==> src/rtl/seg7_scan_pkg.sv <==
// Shared definitions for the seg7_scan display controller.
//   state_t   : scan controller states (off, digit lit, inter-digit gap)
//   SEG_OFF   : segment pattern for a dark digit
//   cnt_width : bit width needed to count down from max(a, b)-1 to 0
package seg7_scan_pkg;

  typedef enum logic [1:0] {
    S_OFF,
    S_SHOW,
    S_GAP
  } state_t;

  localparam logic [7:0] SEG_OFF = 8'h00;

  // Counters load with (n-1), so $clog2(n) bits are enough; a zero-width
  // counter is not legal, so the floor is one bit.
  function automatic int cnt_width(input int a, input int b);
    int m;
    m = (a > b) ? a : b;
    return (m <= 2) ? 1 : $clog2(m);
  endfunction

endpackage

==> src/rtl/seg7_scan_if.sv <==
// Register-side bus of the seg7_scan controller.
//   en       : scan enable, low forces the display off
//   load     : one-cycle strobe capturing value/dp_in/blank_in
//   value    : NUM_DIGITS hex nibbles, digit 0 in the low nibble
//   dp_in    : decimal point per digit
//   blank_in : per-digit force-dark mask
// master = CPU/IO register side, slave = scan controller.
interface seg7_scan_if #(
  parameter int NUM_DIGITS = 4
);

  logic                    en;
  logic                    load;
  logic [4*NUM_DIGITS-1:0] value;
  logic [NUM_DIGITS-1:0]   dp_in;
  logic [NUM_DIGITS-1:0]   blank_in;

  modport master (output en, load, value, dp_in, blank_in);
  modport slave  (input  en, load, value, dp_in, blank_in);

endinterface

==> src/rtl/seg7_scan_seg7.sv <==
// Hex-to-7-segment decoder shared by all scanned digits.
//   nibble : hex digit 0..F
//   segs   : segments a..g on bits 6..0, active-high
module seg7_scan_seg7 (
  input  logic [3:0] nibble,
  output logic [6:0] segs
);

  // Pure lookup of the glyph for each hex digit; lowercase b and d are used
  // so they cannot be confused with 8 and 0.
  always_comb begin
    segs = 7'b000_0000;
    case (nibble)
      4'h0: segs = 7'b111_1110;
      4'h1: segs = 7'b011_0000;
      4'h2: segs = 7'b110_1101;
      4'h3: segs = 7'b111_1001;
      4'h4: segs = 7'b011_0011;
      4'h5: segs = 7'b101_1011;
      4'h6: segs = 7'b101_1111;
      4'h7: segs = 7'b111_0000;
      4'h8: segs = 7'b111_1111;
      4'h9: segs = 7'b111_1011;
      4'ha: segs = 7'b111_0111;
      4'hb: segs = 7'b001_1111;
      4'hc: segs = 7'b100_1110;
      4'hd: segs = 7'b011_1101;
      4'he: segs = 7'b100_1111;
      4'hf: segs = 7'b100_0111;
      default: segs = 7'b000_0000;
    endcase
  end

endmodule

==> src/rtl/seg7_scan.sv <==
// Time-multiplexed scan controller for NUM_DIGITS 7-segment digits.
//   clk        : system clock, rising edge
//   rst_n      : asynchronous active-low reset
//   bus        : register-side interface (en, load, value, dp_in, blank_in)
//   seg        : segments a..g,dp on bits 7..0, active-high
//   dig        : one-hot digit enable, active-high
//   frame_done : high during the final cycle of each frame
// Each digit is lit for DWELL cycles then dark for GAP cycles. New values
// are held in a pending buffer and only reach the display at frame
// boundaries so a frame never mixes old and new digits.
module seg7_scan
  import seg7_scan_pkg::*;
#(
  parameter int NUM_DIGITS  = 4,
  parameter int DWELL       = 1000,
  parameter int GAP         = 16,
  parameter int LZ_SUPPRESS = 0
) (
  input  logic                  clk,
  input  logic                  rst_n,
  seg7_scan_if.slave            bus,
  output logic [7:0]            seg,
  output logic [NUM_DIGITS-1:0] dig,
  output logic                  frame_done
);

  localparam int CW = cnt_width(DWELL, GAP);
  localparam int IW = cnt_width(NUM_DIGITS, 1);
  localparam logic [CW-1:0] DWELL_LD = CW'(DWELL - 1);
  localparam logic [CW-1:0] GAP_LD   = CW'((GAP > 0) ? GAP - 1 : 0);
  localparam logic [IW-1:0] LAST_IDX = IW'(NUM_DIGITS - 1);

  state_t                  state, state_nx;
  logic [IW-1:0]           idx, idx_nx;
  logic [CW-1:0]           cnt, cnt_nx;
  logic                    advance, wrap, abort;

  logic [4*NUM_DIGITS-1:0] act_value, pend_value;
  logic [NUM_DIGITS-1:0]   act_dp, pend_dp;
  logic [NUM_DIGITS-1:0]   act_blank, pend_blank;
  logic                    pend_valid;

  logic [NUM_DIGITS-1:0]   lz_mask;
  logic                    zeros_above;
  logic [3:0]              cur_nib;
  logic [6:0]              cur_segs;
  logic                    digit_dark;

  // State register: state, digit index and dwell/gap down-counter.
  always_ff @(posedge clk or negedge rst_n) begin
    if (!rst_n) begin
      state <= S_OFF;
      idx   <= '0;
      cnt   <= '0;
    end else begin
      state <= state_nx;
      idx   <= idx_nx;
      cnt   <= cnt_nx;
    end
  end

  // Next-state logic. Dropping en from a running state always returns to
  // OFF at digit 0. "advance" moves to the next digit's SHOW; when it
  // leaves the last digit it is the frame boundary (wrap). With GAP = 0
  // SHOW advances directly and the GAP state is never entered.
  always_comb begin
    state_nx = state;
    idx_nx   = idx;
    cnt_nx   = cnt;
    advance  = 1'b0;
    wrap     = 1'b0;
    abort    = 1'b0;
    case (state)
      S_OFF: begin
        if (bus.en) begin
          state_nx = S_SHOW;
          idx_nx   = '0;
          cnt_nx   = DWELL_LD;
        end
      end
      S_SHOW: begin
        if (!bus.en)
          abort = 1'b1;
        else if (cnt != '0)
          cnt_nx = cnt - CW'(1);
        else if (GAP > 0) begin
          state_nx = S_GAP;
          cnt_nx   = GAP_LD;
        end else
          advance = 1'b1;
      end
      S_GAP: begin
        if (!bus.en)
          abort = 1'b1;
        else if (cnt != '0)
          cnt_nx = cnt - CW'(1);
        else
          advance = 1'b1;
      end
      default: state_nx = S_OFF;
    endcase
    if (advance) begin
      state_nx = S_SHOW;
      cnt_nx   = DWELL_LD;
      if (idx == LAST_IDX) begin
        idx_nx = '0;
        wrap   = 1'b1;
      end else
        idx_nx = idx + IW'(1);
    end
    if (abort) begin
      state_nx = S_OFF;
      idx_nx   = '0;
      cnt_nx   = '0;
    end
  end

  // Display data. While off, loads go straight to the active set. While
  // scanning they are parked in pending, and pending is committed at the
  // frame boundary or when scanning is aborted. A load arriving on the
  // commit edge itself wins over pending so it is not lost.
  always_ff @(posedge clk or negedge rst_n) begin
    if (!rst_n) begin
      act_value  <= '0;
      act_dp     <= '0;
      act_blank  <= '0;
      pend_value <= '0;
      pend_dp    <= '0;
      pend_blank <= '0;
      pend_valid <= 1'b0;
    end else if (state == S_OFF) begin
      if (bus.load) begin
        act_value <= bus.value;
        act_dp    <= bus.dp_in;
        act_blank <= bus.blank_in;
      end
    end else if (wrap || abort) begin
      if (bus.load) begin
        act_value <= bus.value;
        act_dp    <= bus.dp_in;
        act_blank <= bus.blank_in;
      end else if (pend_valid) begin
        act_value <= pend_value;
        act_dp    <= pend_dp;
        act_blank <= pend_blank;
      end
      pend_valid <= 1'b0;
    end else if (bus.load) begin
      pend_value <= bus.value;
      pend_dp    <= bus.dp_in;
      pend_blank <= bus.blank_in;
      pend_valid <= 1'b1;
    end
  end

  // Leading-zero mask: walking down from the top digit, a digit is dark
  // while every nibble from it upward is zero. Digit 0 is always shown.
  always_comb begin
    lz_mask     = '0;
    zeros_above = 1'b1;
    for (int i = NUM_DIGITS - 1; i >= 0; i--) begin
      zeros_above = zeros_above & (act_value[4*i +: 4] == 4'h0);
      if (LZ_SUPPRESS != 0 && i > 0)
        lz_mask[i] = zeros_above;
    end
  end

  assign cur_nib = act_value[4*idx +: 4];

  seg7_scan_seg7 u_dec (
    .nibble (cur_nib),
    .segs   (cur_segs)
  );

  // Outputs decode only registered state, so the pins never glitch on
  // input activity. A dark digit still gets its digit enable so the scan
  // timing seen on the pins is unchanged. frame_done marks the last cycle
  // of the last digit (its last GAP cycle, or last SHOW cycle when GAP = 0).
  always_comb begin
    seg        = SEG_OFF;
    dig        = '0;
    digit_dark = act_blank[idx] | lz_mask[idx];
    if (state == S_SHOW) begin
      dig = NUM_DIGITS'(1) << idx;
      if (!digit_dark)
        seg = {cur_segs, act_dp[idx]};
    end
    frame_done = (idx == LAST_IDX) && (cnt == '0) &&
                 ((GAP > 0) ? (state == S_GAP) : (state == S_SHOW));
  end

endmodule

==> src/flat_wrapper.sv <==
// flat-port wrapper written by rule: the top's interface ports become plain ports
module seg7_scan_flat import seg7_scan_pkg::*;
#(
  parameter int NUM_DIGITS  = 4,
  parameter int DWELL       = 1000,
  parameter int GAP         = 16,
  parameter int LZ_SUPPRESS = 0
)
  (clk, rst_n, seg, dig, frame_done, bus_en, bus_load, bus_value, bus_dp_in, bus_blank_in);
  seg7_scan_if #(.NUM_DIGITS(NUM_DIGITS)) bus_i ();
  input  logic clk;
  input  logic rst_n;
  output logic [7:0] seg;
  output logic [NUM_DIGITS-1:0] dig;
  output logic frame_done;
  input wire logic [$bits(bus_i.en)-1:0] bus_en;
  input wire logic [$bits(bus_i.load)-1:0] bus_load;
  input wire logic [$bits(bus_i.value)-1:0] bus_value;
  input wire logic [$bits(bus_i.dp_in)-1:0] bus_dp_in;
  input wire logic [$bits(bus_i.blank_in)-1:0] bus_blank_in;
  assign bus_i.en = bus_en;
  assign bus_i.load = bus_load;
  assign bus_i.value = bus_value;
  assign bus_i.dp_in = bus_dp_in;
  assign bus_i.blank_in = bus_blank_in;
  seg7_scan #(.NUM_DIGITS(NUM_DIGITS), .DWELL(DWELL), .GAP(GAP), .LZ_SUPPRESS(LZ_SUPPRESS)) u_core (.clk(clk), .rst_n(rst_n), .bus(bus_i), .seg(seg), .dig(dig), .frame_done(frame_done));
endmodule
==> config.mk <==
export PLATFORM = sky130hd
export DESIGN_NAME = seg7_scan_flat
export DESIGN_NICKNAME = d
export VERILOG_FILES = /design/src/rtl/seg7_scan_pkg.sv /design/src/rtl/seg7_scan_if.sv /design/src/rtl/seg7_scan_seg7.sv /design/src/rtl/seg7_scan.sv /design/src/flat_wrapper.sv
export SDC_FILE = /design/constraint.sdc
export NUM_CORES = 1
export LEC_CHECK = 0
export ABC_AREA = 0
export BUFFER_PORTS_ARGS = -buffer_cell sky130_fd_sc_hd__clkbuf_2
export CORE_MARGIN = 2
export CORE_UTILIZATION = 50
export DETAILED_ROUTE_END_ITERATION = 10
export PLACE_DENSITY = 0.7
export RECOVER_POWER = 50
export SLEW_MARGIN = 10
export SYNTH_ARGS = -nofsm -noshare
export SYNTH_HDL_FRONTEND = slang
export SYNTH_SLANG_ARGS = --single-unit
export TNS_END_PERCENT = 30
==> constraint.sdc <==
create_clock -name clk -period 3.1 [get_ports clk]
set_input_delay 0.62 -clock clk [delete_from_list [all_inputs] [get_ports clk]]
set_output_delay 0.62 -clock clk [all_outputs]
set_load 0.03 [all_outputs]
# == Word level (Yosys, flattened, before mapping) ==
# Memories as Yosys holds them, arrays and structs flattened.
# Index checks and enable logic that the tools add are counted.
# op_classes
n_mux,52
eq_ne,11
magnitude_cmp,1
add_sub_neg,2
bitwise_logic,3
reduce_logical,18
shifts,2
# ops
cell,count
16-bit 2-to-1 mux,5
10-bit 2-to-1 mux,7
4-bit 2-to-1 mux,11
10-bit case mux with 3 select lines,1
2-bit 2-to-1 mux,10
8-bit 2-to-1 mux,2
4-bit by 2-bit != test with 1-bit output (second input constant),4
16-bit by 5-bit indexed part select with 4-bit output,1
1-bit 2-to-1 mux,12
10-bit logical NOT,1
10-bit nonzero test,1
10-bit by 1-bit subtractor with 10-bit output (second input constant),1
1-bit binary-select mux with 2-bit select,3
2-bit case mux with 3 select lines,1
3-bit AND reduction,2
3-bit nonzero test,2
5-bit AND reduction,1
5-bit nonzero test,1
2-bit equality test (second input constant),2
4-bit by 1-bit != test with 1-bit output (second input constant),1
2-bit AND reduction,2
4-bit AND reduction,1
2-bit nonzero test,2
1-bit by 2-bit left shift with 4-bit output (first input constant),1
other kinds (12),14
# totals
n_memories,1
ff_bits,63
out_inout_bits,13
word_cells,100
mem_bits_ro,112
# mem_list
memory,depth,word_bits,rd,rd_ports_with_merged_regs,wr,line_no,text
(no name shown),16,7,1,0,0,seg7_scan_seg7.sv:13,case (nibble)

# == Longest topological paths before layout ==
# Gate-level depths: netlist of run 1.
# logic_depth
word_depth,8
mapped_depth,8

# == Modules after synthesis ==
# A second synthesis of run 1 with hierarchy kept.
# unflattened
hier_cells,343
area_unflattened_um2,3753.6
# modules_own_cells
mod,n_inst,cells_each,area_each_um2
seg7_scan,1,310,3458.3
seg7_scan_seg7,1,33,295.3

# == Worst setup path after synthesis of run 1 ==
# No wires, ideal clock.
# synth_timing
path_kind,register -> output
from,register u_core.idx[0]
to,output port seg[7]
arrival_ns,2.312
path_slack_ns,0.168
stages_incl_launch_ff,7
required_ns,2.480
path_cell_list,dfrtp_1 buf_4 mux4_2 ha_1 or3b_2 o221a_2 nor2_1
# synth_between
elab_chain_cells,5
word_cells_on_any_way,9
# synth_rtl
element,line_no,text
"start, declared",seg7_scan.sv:34,"logic [IW-1:0] idx, idx_nx;"
"start signal, assigned",seg7_scan.sv:57,idx <= idx_nx;
"parallel branches: the longest is 3 deep, another holds memory read 16 x 7 bit",--,
8-bit 2-to-1 mux (*),seg7_scan.sv:185,if (!digit_dark)
8-bit 2-to-1 mux (*),seg7_scan.sv:183,if (state == S_SHOW) begin
"end, declared",flat_wrapper.sv:13,output logic [7:0] seg;
# Mark *: on every way between the ends. The select of a mux whose other input is x is not followed.

# == Worst setup path after layout of run 1 ==
# Ends and elaborated chain as after synthesis.

==> flow_summary.toml, run 1 <==
[global_route]
grt_pass1_wl_um = 13400
grt_util_all_layers_pct = 20.5
grt_max_degree = 64
overflow = 0
grt_antenna_before_repair = 0
grt_pass1_vias = 2670

[hold_path]
hold_path_class = "reg2reg"
min_from = "u_core.act_blank[2]"

[synth]
synth_compound_area_share_pct = 11.5
post_synth.cell_area_avg_sq_um = 11.8
synth_mux_area_share_pct = 25.8
synth_ff_type = "dfrtp_1"
ys_ff_latch = 63
yosysSeqAreaShare_pct = 42.1
synthSimpleGateAreaFrac_pct = 11.6
async_flop_share_pct = 100
synth_top_family_by_area = "multiplexers"
yosysWarnings = 0
synth_fa_ha_area_share_pct = 5.02
netlist_area_sq_mm = 0.00374
ys_types = 60
synth_xor_xnor_area_share_pct = 0.234
syn-num-nets = 360
netlist_instances = 317
synth_edf_count = 0

[worst_setup_path]
r2r-start = "u_core.idx[1]"
cp.required_ps = 2480
cp.arrival_ps = 2400
rr_worst_depth = 6
cp-end-kind = "output pin"
path_class = "reg2out"
cp_max_fo = 3
critPathCapture = "seg[7]"
reg2reg_to = "u_core.pend_blank[3]"
start_kind = "flop"
regToRegSetupSlack_ps = 510
crit_start = "u_core.idx[0]"

[clocking]
cts_sinks = 63
cts_root_buf = "clkbuf_8"
cts_tree = "done"
clock_latency_ps = 340
cts_buffers = 9
hold_buffers = 0
path_clk_slew_ps = 70
h-tree-depth = 3
cts_buffer_depth = 2

[route]
ant_nets = 0
drt_pass1_iterations = 4
drtIter0Drc = 172
vias = 2722
wl_per_cell_um = 16.8
drc = 0
via_per_inst = 5.82
wirelength_um = 7840

[placement]
place_congestion = 0.863
hpwlAfterDp_um = 5310
io_buffers = 40
place_ws_ps = 299

[floorplanning]
core_area_sq_mm = 0.00725
initial_core_util_pct = 51.6
die_x_um = 90.5
io_pins = 41
die_h_um = 90.5
die-area_sq_mm = 0.00819
rows = 31

[timing]
tightest_slew_ps = 1540
hold_violations = 0
final_max_slew_viol_count = 64
final.min_clock_period_ps = 3020
relSlewSlack_pct = -2.70
finalSetupViolCount = 0
max_freq_mhz = 331
min_period_over_period_pct = 97.4
finClkSkew_ps = 7.25
layout_setup_ws_ps = 82.0
rsz0062_at_grt = "true"

[finish]
area_growth_syn_to_layout_pct = 15.7
final_common_cell = "mux2_2"
multi_input_area_sq_mm = 0.00202
final-seq-area_sq_mm = 0.00158
final.fill_count = 603
layout_common_cells = "mux2_2, dfrtp_1, clkbuf_2"
n_antenna_cell = 0
finish.net_count = 407
drive_gt1_share_pct = 43.4

[pwr]
ir_worst_vdd_mv = 0.480
power_mw = 4.39
p_leak_nw = 1.86
power.density_mw_per_mm2 = 1010

[run_status]
outcome = "finished with violations"
violations = "max-capacitance violations, max-slew violations"

[job]
maxCapViolCount = 1
## flip-flops by register name (all words and copies together), names as in the netlist
register,cells
u_core.pend_blank,4
u_core.pend_valid,1
u_core.act_blank,4
u_core.pend_value,16
u_core.act_dp,4
u_core.pend_dp,4
u_core.idx,2
u_core.state,2
u_core.act_value,16
u_core.cnt,10
## worst max-delay path, cell delays in order (launching register included)
cell and delay (ps):
dfrtp_2 410, mux4_2 560, ha_2 220, or3b_2 460, o221a_2 140, nor2_1 100
buf_4 170
## per-stage QoR
step	cells	setup TNS (ps)	hold slack [ps]	utilization [%]	area, sq um
after floorplan	317	0	324	-	3740
after global placement	446	0	470	55.5	4030
after detailed placement	446	0	471	55.5	4030
after CTS	466	0	475	59.5	4320
after global routing	468	-23.2	509	59.7	4330
final	468	0	486	59.7	4330
## logic make-up (layout without fill, tap and decap cells)
group,Yosys count,in the layout
multiplexers,80,80
adder cells (fa/ha/maj),15,15
flip-flops,63,63
XOR/XNOR,1,1
AND/OR/NAND/NOR,73,73
AO/OA/AOI/OAI,55,55
buffers and inverters,30,82
## cell usage after synthesis, drive strengths merged (2+ instances only)
cell type	count	share of area (%)
o31ai	2	0.40
ha	15	5.0
dfrtp	63	42
a21o	2	0.40
o22ai	2	0.33
mux2i	2	0.53
mux2	72	22
o2111ai	2	0.47
nand3	7	0.94
o21ai	12	1.6
o31a	2	0.47
o211ai	3	0.60
mux4	6	3.6
nand4	7	1.5
a31oi	3	0.90
or3	4	0.67
nor2	17	1.7
or4	3	0.70
buf	9	1.6
nand2b	2	0.33
nor4	2	0.33
or3b	2	0.53
a221oi	4	0.94
a21oi	8	1.4
clkbuf	7	0.70
o311ai	2	0.47
a211oi	2	0.40
nand2	9	0.90
and2	6	1.0
nor3	7	1.5
inv	14	1.4
## metal layers
metal  share of wire (%)  wire length (um)  track usage (%)
met3                 6.5               508             4.51
met5                   0                 0                0
met4                 1.2                98             6.28
met2                  43              3390             29.1
met1                  49              3850             31.3
## where the power goes
group	leakage, nW	total (mW)	switching, mW	internal (mW)
registers	0.749	1.48	0.266	1.22
clock network	0.127	0.904	0.343	0.562
logic	0.989	2.01	1.03	0.975
## worst min path at each step
| stage | slack (ps) | depth (start not counted) | to |
|---|---|---|---|
| 2_1_floorplan | 320 | 0 | u_core.act_blank[0] |
| 3_3_place_gp | 470 | 1 | u_core.act_value[4] |
| 3_5_place_dp | 470 | 1 | u_core.act_blank[2] |
| 4_1_cts | 480 | 2 | u_core.pend_value[11] |
| 5_1_grt | 510 | 1 | u_core.act_blank[2] |
| 6_report | 490 | 1 | u_core.act_blank[2] |
## timing repair
action	in CTS	in global routing
gates resized for setup	2	12
endpoints found under the hold margin	0	0
setup endpoints to repair	1	7
pin swaps	0	2
buffers inserted	4	2
## cell type report
class	count	share of cell area, %
repair buffers	52	6.91
multi-input cells	224	46.7
well taps	99	2.86
clock inverters	6	2.69
flip-flops and latches	63	36.4
inverters	14	1.21
clock buffers	10	3.18
(Power assumes the default switching activity.)
==> run 2: changes to the inputs <==
--- a/config.mk
+++ b/config.mk
@@ -10,8 +10,10 @@
 export CORE_MARGIN = 2
 export CORE_UTILIZATION = 50
 export DETAILED_ROUTE_END_ITERATION = 10
+export MAX_ROUTING_LAYER = met4
 export PLACE_DENSITY = 0.7
 export RECOVER_POWER = 50
+export SKIP_CTS_REPAIR_TIMING = 1
 export SLEW_MARGIN = 10
 export SYNTH_ARGS = -nofsm -noshare
 export SYNTH_HDL_FRONTEND = slang
==> run 2 against run 1 <==
The flow still finishes with violations (max-capacitance violations, max-slew violations). Register-to-register slack better by 20 ps. Fmax is 0.43% higher. Worst hold slack better by 2.8 ps. First-iteration DRC count decreased by 0.58%. Critical endpoint unchanged. Non-clock buffer count shrank 4. Clock power about the same. Largest power group unchanged. Sequential power is essentially flat.
==> flow_summary.toml, run 2 (synthesized netlist as in run 1, its figures left out) <==
[timing]
min_period_over_period_pct = 96.9
tns_ps = 0
final_max_slew_viol_count = 64
finClkSkew_ps = 8.43
relSlewSlack_pct = -3.97
final.min_clock_period_ps = 3010
max_freq_mhz = 333
finalSetupViolCount = 0
hold_violations = 0
layout_setup_ws_ps = 94.8
tightest_slew_ps = 1560
rsz0062_at_grt = "true"

[finish]
n_antenna_cell = 0
drive_gt1_share_pct = 43.0
final_common_cell = "mux2_2"
reg_top3 = "u_core.act_value (16), u_core.pend_value (16), u_core.cnt (10)"
fin_cells = 464
area_growth_syn_to_layout_pct = 15.5
finish.net_count = 403
layout_common_cells = "mux2_2, dfrtp_1, clkbuf_2"

[pwr]
power.density_mw_per_mm2 = 1010
seq_power_share_pct = 34.0
p_leak_nw = 1.85
power.switching_mw = 1.63
ir_worst_vdd_mv = 0.486
power_mw = 4.37
pwr-share-clk_pct = 20.8
p_int_mw = 2.73
swShare_pct = 37.3
power_frac_comb_pct = 45.2

[worst_setup_path]
cp-end-kind = "output pin"
regToRegSetupSlack_ps = 530
cp.arrival_ps = 2390
cp_max_fo = 5
start_kind = "flop"
cp.required_ps = 2480
path_class = "reg2out"

[placement]
hpwlAfterDp_um = 5310
io_buffers = 40
dp_cells = 446
place_congestion = 0.877
place_ws_ps = 299

[route]
drt_pass1_iterations = 5
wl_per_cell_um = 16.7
ant_nets = 0
wirelength_um = 7750
via_per_inst = 5.79
drc = 0
vias = 2686
drtIter0Drc = 171

[clocking]
cts_tree = "done"
cts_buffers = 9
cts_buffer_depth = 2
path_clk_slew_ps = 80
h-tree-depth = 3
cts_sinks = 63
cts_root_buf = "clkbuf_8"
clock_latency_ps = 340

[global_route]
grt_util_all_layers_pct = 20.9
grt_pass1_vias = 2628
overflow = 0
grt_pass1_wl_um = 13200
grt_max_degree = 64
grt_antenna_before_repair = 0

[floorplanning]
initial_core_util_pct = 51.6
die-area_sq_mm = 0.00819
die_x_um = 90.5
rows = 31
die_h_um = 90.5
core_area_sq_mm = 0.00725
io_pins = 41

[run_status]
outcome = "finished with violations"
violations = "max-capacitance violations, max-slew violations"

[job]
maxCapViolCount = 1

[hold_path]
hold_path_class = "reg2reg"
run 2: stage by stage:
step                hold slack (ps)  util, %  area [sq um]
floorplan                       324        -          3740
global placement                470     55.5          4030
detailed placement              471     55.5          4030
CTS                             475     59.0          4280
global route                    509     59.6          4320
finish                          488     59.6          4320
run 2: path summary, 6_finish.rpt:
check,startpoint,to,cells past startpoint
worst max-delay path,u_core.idx[0],seg[7],6
worst min-delay path,u_core.act_blank[2],u_core.act_blank[2],1
worst max register to register,u_core.idx[1],u_core.pend_blank[3],6
worst min register to register,u_core.act_blank[2],u_core.act_blank[2],1
max in group asynchronous,rst_n,u_core.idx[0],2
min in group asynchronous,rst_n,u_core.pend_value[15],2
run 2: layer usage:
layer	global-route usage [%]	wire (um)
met3	4.34	342
met1	31.2	4030
met5	-	0
met2	28.4	3270
met4	6.28	111
run 2: power by group through the flow:
stage	clock [mW]	combinational [mW]	sequential [mW]
after floorplan	0	1.57	1.41
after global placement	0	1.86	1.48
after detailed placement	0	1.91	1.49
after CTS	0.925	1.92	1.48
after global routing	0.961	2.17	1.54
final	0.907	1.97	1.48
run 2: layout make-up:
cell class | instances | area [sq um]
well taps | 99 | 124
clock inverters | 6 | 116
clock buffers | 10 | 138
fillers | 597 | 2930
repair buffers | 48 | 274
inverters | 14 | 52.6
flip-flops and latches | 63 | 1580
multi-input cells | 224 | 2040
run 2: worst max-delay path: stages (launching register included):
cell,delay [ps]
dfrtp_2,410
mux4_2,590
ha_4,200
or3b_2,460
o221a_2,140
nor2_2,80
buf_4,160
